$ cat config.mk
export PLATFORM = sky130hd
export DESIGN_NAME = lsu_mem_ctrl
export DESIGN_NICKNAME = d
export VERILOG_FILES = /design/src/rtl/lsu_mem_ctrl_pkg.sv /design/src/rtl/lsu_mem_ctrl_lane_align.sv /design/src/rtl/lsu_mem_ctrl.sv
export SDC_FILE = /design/constraint.sdc
export NUM_CORES = 1
export LEC_CHECK = 0
export BUFFER_PORTS_ARGS = -buffer_cell sky130_fd_sc_hd__buf_2
export CORE_AREA = 2 2 109 111
export DETAILED_ROUTE_END_ITERATION = 7
export DIE_AREA = 0 0 111 113
export PLACE_DENSITY = 0.8
export SYNTH_ARGS = -nofsm -noshare
export SYNTH_HDL_FRONTEND = slang
export SYNTH_SLANG_ARGS = --single-unit
$ cat constraint.sdc
create_clock -name clk -period 6.7 [get_ports clk]
set_input_delay 1.34 -clock clk [delete_from_list [all_inputs] [get_ports clk]]
set_output_delay 1.34 -clock clk [all_outputs]
set_load 0.01 [all_outputs]
$ cat src/rtl/lsu_mem_ctrl_pkg.sv
// Shared load/store encodings and controller state type, also imported by the decoder.
package lsu_defs;

    localparam logic [1:0] WHB_WORD  = 2'b10;
    localparam logic [1:0] WHB_HALF  = 2'b01;
    localparam logic [1:0] WHB_BYTE  = 2'b00;

    localparam logic       RW_LOAD   = 1'b1;
    localparam logic       RW_STORE  = 1'b0;
    localparam logic       SU_SIGNED = 1'b1;

    typedef enum logic [1:0] {
        IDLE   = 2'd0,
        ACCESS = 2'd1,
        RESP   = 2'd2
    } lsu_state_e;

    function automatic logic whb_illegal(input logic [1:0] whb);
        return (whb == 2'b11);
    endfunction

endpackage

$ cat src/rtl/lsu_mem_ctrl_lane_align.sv
// Byte-lane steering: store-side enables/replication, load-side lane select and extension.
module lsu_lane_align
    import lsu_defs::*;
(
    input  logic [1:0]  whb,
    input  logic        su,
    input  logic [1:0]  addr_lo,
    input  logic [31:0] wdata,
    input  logic [31:0] mem_rdata,
    output logic [3:0]  mem_be,
    output logic [31:0] mem_wdata,
    output logic [31:0] ld_data,
    output logic        misalign
);

    logic [7:0]  byte_lane;
    logic [15:0] half_lane;

    always_comb begin
        mem_be    = 4'b0000;
        mem_wdata = wdata;
        ld_data   = 32'h0;
        misalign  = 1'b0;
        byte_lane = 8'(mem_rdata >> {addr_lo, 3'b000});
        half_lane = addr_lo[1] ? mem_rdata[31:16] : mem_rdata[15:0];

        case (whb)
            WHB_BYTE: begin
                mem_be    = 4'b0001 << addr_lo;
                mem_wdata = {4{wdata[7:0]}};
                ld_data   = (su == SU_SIGNED) ? {{24{byte_lane[7]}}, byte_lane}
                                              : {24'h0, byte_lane};
            end
            WHB_HALF: begin
                mem_be    = 4'b0011 << {addr_lo[1], 1'b0};
                mem_wdata = {2{wdata[15:0]}};
                ld_data   = (su == SU_SIGNED) ? {{16{half_lane[15]}}, half_lane}
                                              : {16'h0, half_lane};
                misalign  = addr_lo[0];
            end
            WHB_WORD: begin
                mem_be    = 4'b1111;
                ld_data   = mem_rdata;
                misalign  = |addr_lo;
            end
            default: begin
                mem_be    = 4'b0000;
            end
        endcase
    end

endmodule

$ cat src/rtl/lsu_mem_ctrl.sv
// Load/store memory access controller: one request at a time, waits for mem_ack
// with a timeout, returns a one-cycle response with extended load data.
//
// state  | meaning
// IDLE   | ready for a request; bad requests go straight to RESP
// ACCESS | mem_req held, waiting for mem_ack or timeout
// RESP   | rsp_valid pulse, rdata/err valid
module lsu_mem_ctrl
    import lsu_defs::*;
#(
    parameter int ADDR_W      = 32,
    parameter int TIMEOUT_CYC = 255
) (
    input  logic              clk,
    input  logic              rst_n,
    input  logic              req_valid,
    output logic              req_ready,
    input  logic              rw,
    input  logic [1:0]        whb,
    input  logic              su,
    input  logic [ADDR_W-1:0] addr,
    input  logic [31:0]       wdata,
    output logic              rsp_valid,
    output logic [31:0]       rdata,
    output logic              err,
    output logic              mem_req,
    output logic              mem_we,
    output logic [3:0]        mem_be,
    output logic [ADDR_W-3:0] mem_addr,
    output logic [31:0]       mem_wdata,
    input  logic [31:0]       mem_rdata,
    input  logic              mem_ack
);

    localparam logic [7:0] CNT_LAST = 8'(TIMEOUT_CYC - 1);

    lsu_state_e        state_q, state_d;
    logic [7:0]        cnt_q, cnt_d;
    logic              rw_q, rw_d;
    logic [1:0]        whb_q, whb_d;
    logic              su_q, su_d;
    logic [1:0]        addr_lo_q, addr_lo_d;
    logic              rsp_valid_q, rsp_valid_d;
    logic [31:0]       rdata_q, rdata_d;
    logic              err_q, err_d;
    logic              mem_req_q, mem_req_d;
    logic              mem_we_q, mem_we_d;
    logic [3:0]        mem_be_q, mem_be_d;
    logic [ADDR_W-3:0] mem_addr_q, mem_addr_d;
    logic [31:0]       mem_wdata_q, mem_wdata_d;

    logic              sel_idle;
    logic [1:0]        al_whb;
    logic              al_su;
    logic [1:0]        al_addr_lo;
    logic [3:0]        al_be;
    logic [31:0]       al_wdata;
    logic [31:0]       al_ld;
    logic              al_misalign;

    // One aligner serves both directions: live request fields in IDLE, latched ones in ACCESS.
    assign sel_idle   = (state_q == IDLE);
    assign al_whb     = sel_idle ? whb       : whb_q;
    assign al_su      = sel_idle ? su        : su_q;
    assign al_addr_lo = sel_idle ? addr[1:0] : addr_lo_q;

    lsu_lane_align u_align (
        .whb       (al_whb),
        .su        (al_su),
        .addr_lo   (al_addr_lo),
        .wdata     (wdata),
        .mem_rdata (mem_rdata),
        .mem_be    (al_be),
        .mem_wdata (al_wdata),
        .ld_data   (al_ld),
        .misalign  (al_misalign)
    );

    always_comb begin
        state_d     = state_q;
        cnt_d       = cnt_q;
        rw_d        = rw_q;
        whb_d       = whb_q;
        su_d        = su_q;
        addr_lo_d   = addr_lo_q;
        rsp_valid_d = 1'b0;
        rdata_d     = rdata_q;
        err_d       = err_q;
        mem_req_d   = mem_req_q;
        mem_we_d    = mem_we_q;
        mem_be_d    = mem_be_q;
        mem_addr_d  = mem_addr_q;
        mem_wdata_d = mem_wdata_q;

        case (state_q)
            IDLE: begin
                if (req_valid) begin
                    rw_d      = rw;
                    whb_d     = whb;
                    su_d      = su;
                    addr_lo_d = addr[1:0];
                    if (al_misalign || whb_illegal(whb)) begin
                        state_d     = RESP;
                        rsp_valid_d = 1'b1;
                        err_d       = 1'b1;
                        rdata_d     = 32'h0;
                    end else begin
                        state_d     = ACCESS;
                        cnt_d       = 8'd0;
                        mem_req_d   = 1'b1;
                        mem_we_d    = ~rw;
                        mem_be_d    = al_be;
                        mem_addr_d  = addr[ADDR_W-1:2];
                        mem_wdata_d = al_wdata;
                    end
                end
            end
            ACCESS: begin
                if (mem_ack || (cnt_q == CNT_LAST)) begin
                    // ack beats a coincident timeout
                    state_d     = RESP;
                    rsp_valid_d = 1'b1;
                    err_d       = ~mem_ack;
                    rdata_d     = (mem_ack && rw_q == RW_LOAD) ? al_ld : 32'h0;
                    mem_req_d   = 1'b0;
                    mem_we_d    = 1'b0;
                    mem_be_d    = 4'b0000;
                    mem_addr_d  = '0;
                    mem_wdata_d = 32'h0;
                end else begin
                    cnt_d = cnt_q + 8'd1;
                end
            end
            RESP: begin
                state_d = IDLE;
            end
            default: begin
                state_d = IDLE;
            end
        endcase
    end

    always_ff @(posedge clk or negedge rst_n) begin
        if (!rst_n) begin
            state_q     <= IDLE;
            cnt_q       <= 8'd0;
            rw_q        <= 1'b0;
            whb_q       <= 2'b00;
            su_q        <= 1'b0;
            addr_lo_q   <= 2'b00;
            rsp_valid_q <= 1'b0;
            rdata_q     <= 32'h0;
            err_q       <= 1'b0;
            mem_req_q   <= 1'b0;
            mem_we_q    <= 1'b0;
            mem_be_q    <= 4'b0000;
            mem_addr_q  <= '0;
            mem_wdata_q <= 32'h0;
        end else begin
            state_q     <= state_d;
            cnt_q       <= cnt_d;
            rw_q        <= rw_d;
            whb_q       <= whb_d;
            su_q        <= su_d;
            addr_lo_q   <= addr_lo_d;
            rsp_valid_q <= rsp_valid_d;
            rdata_q     <= rdata_d;
            err_q       <= err_d;
            mem_req_q   <= mem_req_d;
            mem_we_q    <= mem_we_d;
            mem_be_q    <= mem_be_d;
            mem_addr_q  <= mem_addr_d;
            mem_wdata_q <= mem_wdata_d;
        end
    end

    assign req_ready = (state_q == IDLE);
    assign rsp_valid = rsp_valid_q;
    assign rdata     = rdata_q;
    assign err       = err_q;
    assign mem_req   = mem_req_q;
    assign mem_we    = mem_we_q;
    assign mem_be    = mem_be_q;
    assign mem_addr  = mem_addr_q;
    assign mem_wdata = mem_wdata_q;

endmodule

# Yosys cells after proc, flatten, opt, wreduce, memory -nomap -nowiden
# Cells that the tools add are included.
# word_totals
input_bits	104
output_inout_bits	103
word_cells	92
reg_bits	118
# op_classes
eq_ne	10
muxes	50
reduce_logical	12
addsub	1
bitwise_logic	2
shifts	3
# op_table
operator	count
two-way mux 32 bit	9
case mux 32 bit (2 select lines)	3
case mux 32 bit (3 select lines)	1
two-way mux 30 bit	3
case mux 30 bit (2 select lines)	1
right shift 32 x 5 -> 8 bit	1
two-way mux 8 bit	3
two-way mux 16 bit	1
case mux 8 bit (2 select lines)	1
two-way mux 1 bit	12
two-way mux 4 bit	3
case mux 4 bit (3 select lines)	1
AND reduction 4 bit	3
two-way mux 2 bit	5
case mux 1 bit (2 select lines)	5
adder 8 x 1 -> 8 bit (second input constant)	1
equality test 8 bit (second input constant)	1
inequality test 2 bit (second input constant)	4
case mux 4 bit (2 select lines)	1
equality test 2 x 1 -> 1 bit (second input constant)	2
equality test 2 bit (second input constant)	2
logical NOT 2 bit	2
case mux 2 bit (2 select lines)	1
AND reduction 2 bit	2
other kinds (8)	10

# Depth between registers and ports, before layout
# depth
depth_word	8
ltp_mapped	12
mapped_depth_nobuf	10

# By module
# Synthesis repeated with hierarchy kept, for this count alone.
# hier_totals
hier_cells	525
hier_area_um2	5929.4
# modules_own_cells
mod	cells_per_inst	area_per_inst_um2	n_inst	seq_area_each_um2
lsu_mem_ctrl	309	4439.3	1	2952.8
lsu_lane_align	216	1490.2	1	0.0

# Least setup slack after synthesis
# OpenSTA, ideal clock, no wires.
# synth_timing
path_kind	input port to flip-flop
start	input whb[0]
end	register cnt_q[3]
setup_ns	0.124
slack_ns	3.470
cell_stages	9
arrival_ns	3.106
t_required_ns	6.576
n_path_buf	1
path_cell_list	mux2i_1 inv_1 ha_1 o21ai_0 a21oi_4 or4_1 clkbuf_1 o211ai_1 nand2_1
# synth_between
elab_chain_cells	6
elab_cells_between_ends	8
classes_between	4 x eq/ne; 2 x mux; 2 x reduce/logical
# synth_rtl
item	line	text
start: declaration	lsu_mem_ctrl.sv:19	input logic [1:0] whb,
two-way mux 2 bit	lsu_mem_ctrl.sv:63	assign al_whb = sel_idle ? whb : whb_q;
equality test 2 bit / equality test 2 x 1 -> 1 bit (equally long branches)	lsu_mem_ctrl_lane_align.sv:27	case (whb)
case mux 1 bit (2 select lines)	lsu_mem_ctrl_lane_align.sv:27	
logical OR 1 bit *	lsu_mem_ctrl.sv:102	if (al_misalign || whb_illegal(whb)) begin
inequality test 2 bit (no source line) *	n/a	
AND reduction 4 bit (no source line) *	n/a	
end signal: assignment	lsu_mem_ctrl.sv:161	cnt_q <= cnt_d;
end: declaration	lsu_mem_ctrl.sv:38	logic [7:0] cnt_q, cnt_d;
# Every way passes the cells marked *; elsewhere a longest branch is shown, timed or not.
# A chain may end at the register's enable or synchronous reset.

# Worst setup path in the final report
# layout_timing
start	input whb[1]
end	register mem_addr_q[18] (netlist: mem_addr[18])
# layout_between
elab_chain_cells	6
elab_cells_between_ends	8
classes_between	4 x eq/ne; 2 x mux; 2 x reduce/logical
# layout_rtl
item	line	text
two-way mux 2 bit	lsu_mem_ctrl.sv:63	
equality test 2 bit / equality test 2 x 1 -> 1 bit (equally long branches)	lsu_mem_ctrl_lane_align.sv:27	
case mux 1 bit (2 select lines)	lsu_mem_ctrl_lane_align.sv:27	
logical OR 1 bit *	lsu_mem_ctrl.sv:102	
inequality test 2 bit (no source line) *	n/a	
AND reduction 4 bit (no source line) *	n/a	
end signal: assignment	lsu_mem_ctrl.sv:172	mem_addr_q <= mem_addr_d;
end: declaration	lsu_mem_ctrl.sv:49	logic [ADDR_W-3:0] mem_addr_q, mem_addr_d;
# Marked as above.

==> flow_summary.yaml <==
outcome:
  run_status: "finished clean"
min_path:
  min_path_cells: 2
  hold_class: "reg -> reg"
  min_from: "su_q$_DFFE_PN0P_"
  holdPathEnd: "su_q$_DFFE_PN0P_"
cells_and_area:
  multi_input_area_mm2: 0.00237
  area_growth_syn_to_layout_pct: 31.2
  antenna_cells: 0
  final_common_cell: "buf_2"
  drive_gt1_share_pct: 37.2
  nFillCells: 876
  final_util_pct: 64.9
  instances_no_fill: 848
  final_cell_mix: "buf_2, dfrtp_1, nand2_1, a22o_1, a221o_1"
  ff_latch_area_mm2: 0.00295
  nNetsFinal: 802
timing:
  hold_ws_ns: 0.484
  skew_ns: 0.0100
  hold_viol_final: 0
  clock.fmax_mhz: 234
  fin_crit_sh_pct: 63.7
  setup_viol: 0
  grt_setup_unrepaired: "no"
  finalWorstSetupSlack_ns: 2.43
  drv_slew: 0
  slew_headroom_pct: 17.4
  min_period_ns: 4.27
  tns_ns: 0
  tightest_slew_ns: 1.23
floorplan:
  coreArea_mm2: 0.0113
  fp.dieH_um: 113
  fp.dieW_um: 111
  initial_core_util_pct: 49.4
  dieArea_mm2: 0.0125
  rows: 39
  num_io_pins: 207
cts:
  post_cts_resized: 0
  cts_root_buffer: "clkbuf_16"
  clk_latency_ns: 0.42
  cts_hold_buffers: 0
  numCtsBuffers: 17
  htreeDepth: 4
  clk_pin_slew_ns: 0.05
  cts.sinks: 118
  cts_tree: "done"
  post-cts-setup-buffers: 0
  ctsLongestPathBuffers: 2
global_routing:
  grt_pass1_vias: 5110
  grt_pass1_wl_mm: 25.9
  grt_start_max_net_pins: 81
  antenna_found_initial: 0
  gr-total-overflow: 0
  grt_util_all_layers_pct: 26.1
critical_path:
  worstSetupEndpointType: "flop"
  crit_buf_inv: 2
  crit_chain: "buf_2, mux2i_1, ha_1, o21ai_0, a21oi_4, nor3_1, o21ai_4, buf_4, mux2i_1"
  timing.rr.start: "state_q[0]$_DFFE_PN0P_"
  start_kind: "input pin"
  worst_r2r_endpoint: "mem_addr[18]$_DFFE_PN0P_"
  rrSetupSlack_ns: 2.51
  arrival_ns: 4.60
  cp.required_ns: 7.03
  cp_top_family: "compound AO/OA/AOI/OAI gates"
  crit_type: "in -> reg"
  cp_slowest_stage_delay_ns: 0.95
  crit_fanout: 48
  worst_path_most_repeated_cell: "mux2i_1"
  worst_path_max_delay_cell: "o21ai_4"
  reg2regPathDepth: 9
yosys:
  synth-seq-area-share_pct: 53.0
  synth-seq-cells: 118
  synth_cell_types: 64
  mappedNetlistNets: 604
  ys_warn_count: 0
  syn_inst: 494
  synth_area_per_cell_um2: 11.3
  netlist_area_mm2: 0.00557
  ys.flop_type: "dfrtp_1"
  synth_edf_count: 0
  synthArstFlopShare_pct: 100
placement:
  place.detailed.hpwl_mm: 11.3
  io_buffers: 206
  place_ws_ns: 2.04
  finalWeightedCongestion: 0.869
  dp_cells: 816
routing:
  first_pass_iters: 5
  drt_iter0_drc: 325
  drt_wl_total_mm: 15.9
  vias_per_cell: 5.82
  vias: 4937
  ant_nets: 0
  post_drt_wl_per_cell_um: 18.8
  drc_errors: 0
power_and_ir_drop:
  max-vdd-ir-drop_mv: 0.282
  p_per_area_mw_per_mm2: 494
  power.leakage_nw: 3.85
job:
  drv_cap: 0
## state kept, by name, summed over array words and instances, names as in the netlist, 2 cells and up
signal / count
addr_lo_q: 2
cnt_q: 8
mem_addr: 30
mem_be: 4
mem_wdata: 32
rdata: 32
state_q: 2
whb_q: 2
## cells in the mapped netlist (all sizes together) (5+ instances only)
| cell | instances | area [um2] |
|---|---|---|
| ha | 6 | 75.1 |
| mux2i | 28 | 280 |
| clkbuf | 16 | 60.1 |
| inv | 30 | 113 |
| nor2 | 24 | 103 |
| dfrtp | 118 | 2950 |
| o2111ai | 5 | 43.8 |
| nand2 | 52 | 198 |
| buf | 15 | 78.8 |
| o211ai | 10 | 75.1 |
| a22o | 42 | 368 |
| o21ai | 19 | 103 |
| o2bb2ai | 23 | 201 |
| nand3 | 11 | 55.1 |
| a221o | 29 | 290 |
| a21oi | 8 | 55.1 |
## cell type report
type,instances,share of cell area (%)
sequential,118,40.4
inverter,30,1.54
clock buffer,17,5.82
clock inverter,15,2.79
tap,143,2.45
multi-input combinational,315,32.5
timing repair buffer,210,14.5
## logic make-up (layout without fill, tap and decap cells)
family                     count (synthesis)  count (layout)  share of synthesized area [%]
adders and majority gates                  6               6                           1.35
DFF                                      118             118                           53.0
xor gates and xnor gates                   1               1                          0.157
and+or+nand+nor                          119             119                           10.9
buffers and inverters                     61             272                           4.51
AOI/OAI and AO/OA                        159             159                           24.7
muxes                                     30              30                           5.44
## worst max path at each step
stage	from	endpoint	slack [ns]	depth (start not counted)
4_1_cts	whb[1]	mem_addr[18]$_DFFE_PN0P_	2.47	9
3_3_place_gp	whb[1]	mem_addr[19]$_DFFE_PN0P_	2.26	9
5_1_grt	state_q[0]$_DFFE_PN0P_	mem_addr[18]$_DFFE_PN0P_	2.11	9
2_1_floorplan	whb[0]	cnt_q[3]$_DFFE_PN0P_	3.47	9
3_5_place_dp	whb[1]	mem_addr[18]$_DFFE_PN0P_	2.04	9
6_report	whb[1]	mem_addr[18]$_DFFE_PN0P_	2.43	9
## layer usage
layer / up-vias / global-route usage (%) / routed length [um]
li1: 2253 / - / -
met1: 2420 / 32.0 / 6270
met2: 222 / 43.4 / 7940
met3: 42 / 8.30 / 1280
met4: 0 / 10.4 / 426
met5: - / 0 / 0
## stage by stage
| stage | instance area [um2] | power (W) |
|---|---|---|
| after floorplan | 5570 | 0.00214 |
| after global placement | 6680 | 0.00258 |
| after detailed placement | 6680 | 0.00264 |
| after CTS | 7310 | 0.00362 |
| after global routing | 7310 | 0.00383 |
| final | 7310 | 0.00361 |
## power by group
group / internal (W) / switching (W) / total, W
logic: 0.000614 / 0.000888 / 0.00150
clock network: 0.000624 / 0.000342 / 0.000966
registers: 0.000971 / 0.000173 / 0.00114
## tightest hold or removal path, delay by kind of cell, from the launching register on
| family | cells | cell delay (ns) |
|---|---|---|
| flip-flops | 1 | 0.35 |
| AND/OR/NAND/NOR | 2 | 0.10 |
(Power assumes the default switching activity.)
